==> config.mk <==
export PLATFORM = sky130hd
export DESIGN_NAME = uart_tx_arbiter
export DESIGN_NICKNAME = d
export VERILOG_FILES = /design/src/rtl/uart_tx_arbiter.sv
export SDC_FILE = /design/constraint.sdc
export NUM_CORES = 1
export LEC_CHECK = 0
export CORE_ASPECT_RATIO = 0.75
export CORE_MARGIN = 8
export CORE_UTILIZATION = 41
export DETAILED_ROUTE_END_ITERATION = 8
export PLACE_DENSITY = 0.89
export SLEW_MARGIN = 20
export SYNTH_ARGS = -nofsm -noshare
export SYNTH_HDL_FRONTEND = slang
export SYNTH_SLANG_ARGS = --single-unit
export TNS_END_PERCENT = 1
==> constraint.sdc <==
create_clock -name Clk -period 2.23 [get_ports Clk]
set_input_delay 0.3345 -clock Clk [delete_from_list [all_inputs] [get_ports Clk]]
set_output_delay 0.3345 -clock Clk [all_outputs]
set_load 0.05 [all_outputs]
==> src/rtl/uart_tx_arbiter.sv <==
// uart_tx_arbiter: round-robin sharing of one uart_tx serializer among N_REQ requesters.
// Optional watchdog is compiled in when UART_TX_ARB_TIMEOUT_EN is defined.
module uart_tx_arbiter #(
  parameter int N_REQ          = 4,
  parameter int TIMEOUT_CYCLES = 12000
) (
  input  logic               Clk,
  input  logic               Rst,
  input  logic [N_REQ-1:0]   Req,
  input  logic [8*N_REQ-1:0] Req_data,
  output logic [N_REQ-1:0]   Grant,
  output logic [N_REQ-1:0]   Ack,
  output logic               Busy,
  output logic               Tx_start,
  output logic [7:0]         Tx_data,
  input  logic               Tx_eot,
  output logic               Timeout_err
);

  localparam int IW = (N_REQ > 1) ? $clog2(N_REQ) : 1;

  if (N_REQ < 2 || N_REQ > 8 || TIMEOUT_CYCLES < 2) begin : g_param_chk
    $error("uart_tx_arbiter: parameter out of range");
  end

  typedef enum logic [2:0] {
    IDLE, START, WAIT_BUSY, WAIT_DONE, ACK
  } state_t;

  state_t        state;
  logic [IW-1:0] ptr;
  logic [IW-1:0] win_idx;
  logic [IW-1:0] pick_idx;
  logic [IW-1:0] nxt_ptr;
  logic          found;
  logic [7:0]    pick_data;

  // first pending requester at or after ptr, wrapping
  always_comb begin
    found    = 1'b0;
    pick_idx = '0;
    for (int k = 0; k < N_REQ; k++) begin
      if (!found && Req[IW'((int'(ptr) + k) % N_REQ)]) begin
        found    = 1'b1;
        pick_idx = IW'((int'(ptr) + k) % N_REQ);
      end
    end
  end

  // byte of the requester about to be granted
  always_comb begin
    pick_data = '0;
    for (int k = 0; k < N_REQ; k++) begin
      if (int'(pick_idx) == k) pick_data = Req_data[8*k +: 8];
    end
  end

  assign nxt_ptr  = (int'(win_idx) == N_REQ - 1) ? '0 : win_idx + 1'b1;
  assign Tx_start = (state == START);
  assign Busy     = (state != IDLE) | Timeout_err;

`ifdef UART_TX_ARB_TIMEOUT_EN
  logic [31:0] wd_cnt;
  logic        tmo_hit;

  assign tmo_hit = ((state == WAIT_BUSY) || (state == WAIT_DONE)) &&
                   (wd_cnt == 32'(TIMEOUT_CYCLES - 1));

  // watchdog: cleared at launch, saturating count while waiting on the serializer
  always_ff @(posedge Clk) begin
    if (Rst) begin
      wd_cnt      <= '0;
      Timeout_err <= 1'b0;
    end else begin
      Timeout_err <= tmo_hit;
      if (state == START) begin
        wd_cnt <= '0;
      end else if ((state == WAIT_BUSY) || (state == WAIT_DONE)) begin
        if (wd_cnt != '1) wd_cnt <= wd_cnt + 1'b1;
      end
    end
  end
`else
  assign Timeout_err = 1'b0;
`endif

  // arbitration and transfer tracking FSM
  always_ff @(posedge Clk) begin
    if (Rst) begin
      state   <= IDLE;
      Grant   <= '0;
      Ack     <= '0;
      Tx_data <= '0;
      ptr     <= '0;
      win_idx <= '0;
    end else begin
      Ack <= '0;
      unique case (state)
        IDLE: begin
          if (found && Tx_eot) begin
            Grant   <= N_REQ'(1) << pick_idx;
            Tx_data <= pick_data;
            win_idx <= pick_idx;
            state   <= START;
          end
        end
        START: state <= WAIT_BUSY;
        WAIT_BUSY: begin
          if (!Tx_eot) state <= WAIT_DONE;
        end
        WAIT_DONE: begin
          if (Tx_eot) begin
            Ack   <= Grant;
            state <= ACK;
          end
        end
        ACK: begin
          ptr   <= nxt_ptr;
          Grant <= '0;
          state <= IDLE;
        end
        default: state <= IDLE;
      endcase
`ifdef UART_TX_ARB_TIMEOUT_EN
      if (tmo_hit) begin
        Ack   <= '0;
        ptr   <= nxt_ptr;
        Grant <= '0;
        state <= IDLE;
      end
`endif
    end
  end

endmodule

After elaboration in Yosys (flattened, before gate mapping)
Index checks and enable logic that the tools add are counted.
{"block": "totals", "regBits": 23, "latch_bits": 0, "ram_bits": 0, "romBits": 0, "in_bits": 39, "output_inout_bits": 19, "word_cells": 74, "memories": 0}
{"block": "classes", "n_addsub": 4, "mul": 0, "div_mod_pow": 0, "magnitude_cmp": 4, "n_eq_ne": 11, "shift": 1, "n_mux": 31, "n_bitwise": 2, "reduce_logical": 15}
{"cell": "2-to-1 mux 8 bit", "n": 4}
{"cell": "less-than comparator 2 x 4 -> 1 bit, second input constant", "n": 4}
{"cell": "2-to-1 mux 1 bit", "n": 12}
{"cell": "one-hot mux 3 bit (4 select lines)", "n": 1}
{"cell": "2-to-1 mux 2 bit", "n": 5}
{"cell": "2-to-1 mux 3 bit", "n": 3}
{"cell": "binary-select mux 1 bit (select 2 bit)", "n": 4}
{"cell": "one-hot mux 4 bit (2 select lines)", "n": 1}
{"cell": "== test 3 x 2 -> 1 bit, second input constant", "n": 2}
{"cell": "!= test 2 bit, second input constant", "n": 3}
{"cell": "adder 2 x 1 -> 2 bit, second input constant", "n": 2}
{"cell": "adder 2 bit, second input constant", "n": 2}
{"cell": "== test 2 x 1 -> 1 bit, second input constant", "n": 2}
{"cell": "== test 2 bit, second input constant", "n": 2}
{"cell": "logical AND 1 bit", "n": 4}
{"cell": "2-to-1 mux 4 bit", "n": 1}
{"cell": "AND reduction 2 bit", "n": 2}
{"cell": "<< shifter 1 x 2 -> 4 bit, first input constant", "n": 1}
{"cell": "== test 3 x 1 -> 1 bit, second input constant", "n": 1}
{"cell": "== test 3 bit, second input constant", "n": 1}
{"cell": "zero test 1 bit", "n": 3}
{"cell": "zero test 3 bit", "n": 1}
{"cell": "AND reduction 3 bit", "n": 1}
{"cell": "nonzero test 3 bit", "n": 1}
{"cell": "4 further kinds", "n": 5}

Logic depth before layout (Yosys ltp)
Gate-level depths: netlist of run 1.
{"block": "logic_depth", "depth_word": 18, "ltp_mapped": 7, "ltp_nobuf": 5}

Worst setup path after synthesis of run 1
Ideal clock, no wire load.
{"block": "synth_path", "path_kind": "flip-flop to flip-flop", "startpoint": "register state[2]", "endpoint": "register Tx_data[3]", "t_arrival_ns": 1.866, "required_time_ns": 2.168, "setup_slack_ns": 0.302, "path_stages_with_launch": 8, "n_path_buf": 2, "period_less_slack_ns": 1.928, "path_cell_list": "dfxtp_1 -> buf_6 -> or3_4 -> nor3b_4 -> nor3b_4 -> buf_6 -> a32oi_1 -> nand3_1"}
{"block": "synth_via", "elab_chain_cells": 2}
{"item": "start, declared", "line_no": "30", "source": "state_t state;"}
{"item": "start signal, assigned", "line_no": "90", "source": "state <= IDLE;"}
{"item": "start signal, assigned", "line_no": "104", "source": "state <= START;"}
{"item": "start signal, assigned", "line_no": "107", "source": "START: state <= WAIT_BUSY;"}
{"item": "zero test 3 bit", "line_no": "98", "source": "unique case (state)"}
{"item": "AND reduction 2 bit (no source line)"}
{"item": "end signal, assigned", "line_no": "102", "source": "Tx_data <= pick_data;"}
{"item": "end, declared", "line_no": "15", "source": "output logic [7:0] Tx_data,"}
No other way between the ends.
A chain may end at the register's enable or synchronous reset.

Worst setup path in the final report of run 1
{"block": "layout_path", "startpoint": "register state[2]", "endpoint": "output Busy"}
{"block": "layout_via", "elab_chain_cells": 1}
{"item": "nonzero test 3 bit", "line_no": "60", "source": "assign Busy = (state != IDLE) | Timeout_err;"}
{"item": "end, declared", "line_no": "13", "source": "output logic Busy,"}
No other way between the ends.

==> results of run 1 <==
power by group:
part / total, mW / internal, mW / switching (mW)
logic: 0.349 / 0.157 / 0.192
registers: 0.452 / 0.435 / 0.0170
clock network: 0.253 / 0.124 / 0.129
state kept, by name, summed over array words and instances, names as in the netlist:
name,flops
Ack,4
Grant,4
Tx_data,8
ptr,2
state,3
win_idx,2
cell type report:
class / count / area [um2]
Timing Repair Buffer: 64 / 646
Inverter: 1 / 3.75
Multi-Input combinational cell: 102 / 724
Tap cell: 38 / 47.5
Fill cell: 214 / 986
Clock inverter: 1 / 5.00
Sequential cell: 23 / 460
Clock buffer: 3 / 41.3
worst paths after layout:
| path | start | end | slack (ns) |
|---|---|---|---|
| max reg2reg | state[2]$_SDFFE_PP0P_ | Tx_data[3]$_SDFFE_PP0P_ | 0.24 |
| min | Tx_data[0]$_SDFFE_PP0P_ | Tx_data[0]$_SDFFE_PP0P_ | 0.48 |
| max | state[2]$_SDFFE_PP0P_ | Busy | 0.1 |
| min reg2reg | Tx_data[0]$_SDFFE_PP0P_ | Tx_data[0]$_SDFFE_PP0P_ | 0.48 |
cell usage in the layout, fill, tap and decap left out:
cell type and count:
inv_1 1, mux2i_1 3, conb_1 1, o41a_1 1, nor3_1 2, buf_12 2
or3_1 1, nand2_1 3, nand2b_1 2, or3_4 1, o21ai_0 1, or2_2 1
buf_4 6, mux2_2 8, nor2b_1 3, dfxtp_1 23, nor3b_1 2, clkdlybuf4s50_1 56
ha_1 1, a311oi_2 1, nor4_1 1, nor3_2 1, a21oi_1 5, o211ai_1 16
nor2_1 12, and3_1 1, clkinv_2 1, nand3_1 17, clkbuf_8 3, a32oi_1 12
nor3b_4 2, and2_1 4
stage by stage:
step           hold WS [ns]  area (um2)
2_1_floorplan         0.440        1250
4_1_cts               0.482        1930
6_report              0.476        1930
3_3_place_gp          0.451        1880
5_1_grt               0.504        1930
3_5_place_dp          0.463        1880
cells by family after synthesis:
logic type | Yosys count
compound gates | 36
fa+ha+maj | 1
buf+inv | 12
flops | 23
mux | 11
other cells | 1
simple gates | 53
per-layer routing:
layer	up-vias	track usage, %	part of all wire, %
met4	0	4.15	1.5
met1	591	18.7	44
met5	-	0	0
li1	641	-	-
met2	59	24.8	46
met3	6	4.61	7.6
worst max-delay path, cell delays in order (launching register included):
cell and delay, ns:
dfxtp_1 0.39, or3_4 0.44, clkdlybuf4s50_1 0.71
timing repair:
action / 4_1_cts / 5_1_grt
endpoints found under the setup margin: 2 / 0
resized for setup: 1 / 0
endpoints found under the hold margin: 0 / 0
==> flow_metrics.tcl, run 1 <==
set metrics [dict create \
    worstPathRequired_ns 1.90 \
    clockBufferDepth 2 \
    synthMuxAreaShare_pct 9.62 \
    dp_slack_ns -0.262 \
    yosys.area_share.simple_pct 24.1 \
    grt_max_degree 20 \
    synth_compound_area_share_pct 22.5 \
    yosys-top-cells-count "dfxtp_1, nand3_1, o211ai_1" \
    syn2layout_area_growth_pct 54.4 \
    diodes 0 \
    synth_flop_cell "dfxtp_1" \
    grt_overflow 0 \
    setup_ws_ns 0.0958 \
    fp.dieH_um 63.8 \
    core-area_um2 2910 \
    cts.sinks 23 \
    synth_xor_xnor_area_share_pct 0 \
    num_vias 1297 \
    clk_pin_slew_ns 0.08 \
    io_buffers 56 \
    rows 17 \
    drcViolationCount 0 \
    period_needed_ns 2.13 \
    synth-edff-count 0 \
    wire_per_inst_um 16.7 \
    ys_ff_latch 23 \
    num_io_pins 58 \
    totalPowerFinal_mw 1.06 \
    tightestPinTransition_ns 0.777 \
    synth.most_common_cell "dfxtp_1" \
    finClkSkew_ns 0.00608 \
    antenna_found_initial 0 \
    first_global_vias 1390 \
    synth_fp_nets 177 \
    htree_levels 1 \
    stdcell_count 232 \
    worstHoldPathCells 2 \
    drtIter0Drc 103 \
    dr.pass1.iters 4 \
    cap_violations 0 \
    crit_fanout 8 \
    vdd_drop_max_mv 0.325 \
    critical_path_arrival_ns 1.80 \
    grt_usage_pct 15.2 \
    fin_crit_sh_pct 95.7 \
    layout.nets 235 \
    dieArea_um2 5090 \
    clk_latency_ns 0.26 \
    cts_setup_buffers 0 \
    initial_core_util_pct 42.9 \
    netlist.area_leader.share_pct 36.9 \
    crit_path_end_kind "primary output" \
    slew_headroom_pct 47.9 \
    synth_cell_types 31 \
    ys_warn_count 0 \
    final_layout_size_suffix_gt1_share_pct 13.4 \
    synth_top_family_by_area "simple AND/OR/NAND/NOR gates" \
    grt_setup_unrepaired "false" \
    root_buffer "clkbuf_8" \
    syn_avg_cell_area_um2 9.11 \
    finalMaxSlewViolations 0 \
    ctsHoldBuffers 0 \
    cts_buffers 3 \
    final-setup-viol-count 0 \
    yosysTopAreaCell "dfxtp_1" \
    syn_area_um2 1250 \
    path_class "flip-flop to primary output" \
    status "completed" \
    powerDensity_nw_per_um2 547 \
    wl_mm 3.88 \
    ff2ff_path_depth 6 \
    fp.dieW_um 79.7 \
    synth_adder_area_share_pct 1.00 \
    synth.area.top_cells "dfxtp_1, o211ai_1, a32oi_1" \
    final_util_pct 66.2 \
    dpl.hpwl_mm 2.99 \
    grt_pass1_wl_mm 6.47 \
    cp-start-kind "flip-flop" \
    hold_viol 0 \
    fmax_ghz 0.469 \
    hp-class "flip-flop to flip-flop" \
    ys_seq_area_share_pct 36.9 \
    async_reset_ff_share_pct 0 \
    synth_cells 137 \
    viasPerCell 5.59 \
    final_antenna_net_count 0 \
    dp.cells 228 \
    tns_ns 0 \
    p_leak_nw 0.680 \
    gp_congestion 0.747 \
    cts_tree "done" \
]
Note: power is estimated with default switching activity, not from simulation.
==> run 2, diff against run 1 <==
--- a/config.mk
+++ b/config.mk
@@ -8,6 +8,7 @@
 export CORE_ASPECT_RATIO = 0.75
 export CORE_MARGIN = 8
 export CORE_UTILIZATION = 41
+export CTS_CLUSTER_DIAMETER = 150
 export DETAILED_ROUTE_END_ITERATION = 8
 export PLACE_DENSITY = 0.89
 export SLEW_MARGIN = 20
==> results of run 2 <==
Final layout, timing and power as in run 1 (identical DEF).
==> run 3, diff against run 2 <==
--- a/config.mk
+++ b/config.mk
@@ -5,12 +5,14 @@
 export SDC_FILE = /design/constraint.sdc
 export NUM_CORES = 1
 export LEC_CHECK = 0
+export ABC_AREA = 1
 export CORE_ASPECT_RATIO = 0.75
 export CORE_MARGIN = 8
-export CORE_UTILIZATION = 41
+export CORE_UTILIZATION = 44
 export CTS_CLUSTER_DIAMETER = 150
 export DETAILED_ROUTE_END_ITERATION = 8
-export PLACE_DENSITY = 0.89
+export PLACE_DENSITY = 0.9
+export SKIP_LAST_GASP = 1
 export SLEW_MARGIN = 20
 export SYNTH_ARGS = -nofsm -noshare
 export SYNTH_HDL_FRONTEND = slang
==> flow_metrics.tcl, run 3 <==
set metrics [dict create \
    status "completed" \
    clk_pin_slew_ns 0.08 \
    root_buffer "clkbuf_8" \
    diodes 0 \
    min_from "Grant[0]$_SDFFE_PP0P_" \
    ys_seq_area_share_pct 30.9 \
    wl_met1_mm 1.88 \
    netlist.area_leader.share_pct 30.9 \
    synth_cell_types 27 \
    synth_top_family_by_area "simple AND/OR/NAND/NOR gates" \
    synthMuxAreaShare_pct 0 \
    drcViolationCount 0 \
    initial_core_util_pct 45.6 \
    largest_reg_flops 8 \
    grt_usage_pct 14.9 \
    grt_max_degree 14 \
    p_leak_nw 0.954 \
    layout_common_cells "nand2_1, clkdlybuf4s50_1, dfxtp_1" \
    synth_xor_xnor_area_share_pct 0 \
    synth_compound_area_share_pct 11.3 \
    fin_area_um2 2140 \
    synth_flop_cell "dfxtp_1" \
    largestRegisters "Tx_data (8), Ack (4), Grant (4)" \
    slew_headroom_pct 65.7 \
    viasPerCell 4.94 \
    worstPathRequired_ns 1.90 \
    dp_slack_ns -0.0369 \
    r2r-start "ptr[1]$_SDFFE_PP0P_" \
    synth_fp_nets 272 \
    grt_overflow 0 \
    dr.pass1.iters 4 \
    crit_path_end_kind "primary output" \
    powerDensity_nw_per_um2 569 \
    synth.most_common_cell "nand2_1" \
    wl_met2_mm 1.93 \
    finalMaxSlewViolations 0 \
    period_needed_ns 2.06 \
    clockBufferDepth 2 \
    dp.cells 328 \
    fin_crit_sh_pct 92.3 \
    crit_fanout 5 \
    hold_viol 0 \
    yosys-top-cells-count "nand2_1, dfxtp_1, inv_1, nand3_1, nor2_1" \
    finClkSkew_ns 0.00605 \
    cap_violations 0 \
    clk_latency_ns 0.27 \
    synth_adder_area_share_pct 0.840 \
    totalPowerFinal_mw 1.22 \
    fillers 280 \
    ys_warn_count 0 \
    antenna_found_initial 0 \
    syn2layout_area_growth_pct 43.9 \
    dr_wl_met3_um 361 \
    num_io_pins 58 \
    ys_ff_latch 23 \
    path_class "flip-flop to primary output" \
    synth_cells 232 \
    core-area_um2 3270 \
    cp-start-kind "flip-flop" \
    num_vias 1641 \
    layout.nets 333 \
    first_global_vias 1530 \
    htree_levels 1 \
    dpl.hpwl_mm 3.48 \
    holdWs_ns 0.451 \
    grt_setup_unrepaired "false" \
    dpl-instance-area_um2 2100 \
    setup_ws_ns 0.172 \
    fp.dieW_um 83.2 \
    max_flop_register "Tx_data" \
    vdd_drop_max_mv 0.322 \
    cts.sinks 23 \
    rows 18 \
    synth-edff-count 0 \
    yosys.area_share.simple_pct 47.0 \
    wire_per_inst_um 12.8 \
    yosysTopAreaCell "dfxtp_1" \
    io_buffers 56 \
    final_antenna_net_count 0 \
    final_layout_size_suffix_gt1_share_pct 12.7 \
    syn_area_um2 1490 \
    final-setup-viol-count 0 \
    synth.area.top_cells "dfxtp_1, nand2_1, nand3_1" \
    syn_avg_cell_area_um2 6.42 \
    hp-class "flip-flop to flip-flop" \
    cts_setup_buffers 0 \
    grt_pass1_wl_mm 6.92 \
    cts_buffers 3 \
    tightestPinTransition_ns 0.513 \
    fp.dieH_um 66.4 \
    fmax_ghz 0.486 \
    critical_path_arrival_ns 1.72 \
    layout_commonest_cell "nand2_1" \
    critPathLaunch "state[1]$_SDFFE_PP0P_" \
    stdcell_count 332 \
    dieArea_um2 5520 \
    gp_congestion 0.966 \
    cts_tree "done" \
    wl_mm 4.24 \
    async_reset_ff_share_pct 0 \
    topRoutingLayerUsed "met4" \
    drtIter0Drc 101 \
]
run 3: changes by cell type in the layout (fill, tap and decap cells not counted), moves of 5 or more:
cell      previous run  this run
a21oi_1              5        11
a32oi_1             12         0
inv_1                1        21
inv_2                0         5
mux2_2               8         0
nand2_1              3        81
nand2_2              0         6
nand4_1              0         5
nor2_1              12        19
o211ai_1            16         0
o21ai_0              1         6
o21ai_1              0         6
run 3: worst paths after layout:
| check | end | slack (ns) | depth (start not counted) |
|---|---|---|---|
| worst min-delay path | Ack[0]$_SDFF_PP0_ | 0.45 | 2 |
| worst max register to register | Tx_data[2]$_SDFFE_PP0P_ | 0.22 | 14 |
| worst min register to register | Ack[0]$_SDFF_PP0_ | 0.45 | 2 |
| worst max-delay path | Busy | 0.17 | 3 |
run 3: cells by family (layout without fill, tap and decap cells):
kind of cell,after synthesis,count (layout)
AOI/OAI and AO/OA,29,29
other,1,1
and+or+nand+nor,146,146
buffers and inverters,32,92
DFF,23,23
adders and majority gates,1,1
run 3: worst max-delay path, cell delays in order (launching register included):
cell,delay [ns]
dfxtp_1,0.36
inv_1,0.10
nand2_1,0.16
clkdlybuf4s50_1,0.84
run 3: timing repair:
item | CTS | global route
hold buffers | 0 | 0
resized for setup | 0 | 1
endpoints found under the setup margin | 0 | 1
run 3: cell type report:
cell class	instances	area [um2]	share of cell area (%)
clock inverter	1	5.00	0.233
inverter	27	104	4.84
clock buffer	3	41.3	1.93
timing repair buffer	61	598	27.9
tap	40	50.0	2.33
sequential	23	462	21.5
multi-input combinational	177	885	41.2
run 3: power breakdown:
group / internal [mW] / switching, mW / leakage (nW) / total [mW]
Sequential: 0.444 / 0.0205 / 0.188 / 0.464
Combinational: 0.197 / 0.301 / 0.740 / 0.497
Clock: 0.125 / 0.135 / 0.0255 / 0.260
Total: 0.765 / 0.456 / 0.954 / 1.22
run 3: layer usage:
metal,track usage [%],vias to the layer above
met3,5.42,6
li1,-,860
met5,0,-
met1,18.1,708
met4,5.24,0
met2,23.8,67
run 3: per-stage QoR:
step           utilization, %  TNS (ns)
3_3_place_gp             64.2         0
5_1_grt                  65.7         0
3_5_place_dp             64.2   -0.0369
2_1_floorplan               -         0
4_1_cts                  65.6         0
6_report                 65.7         0
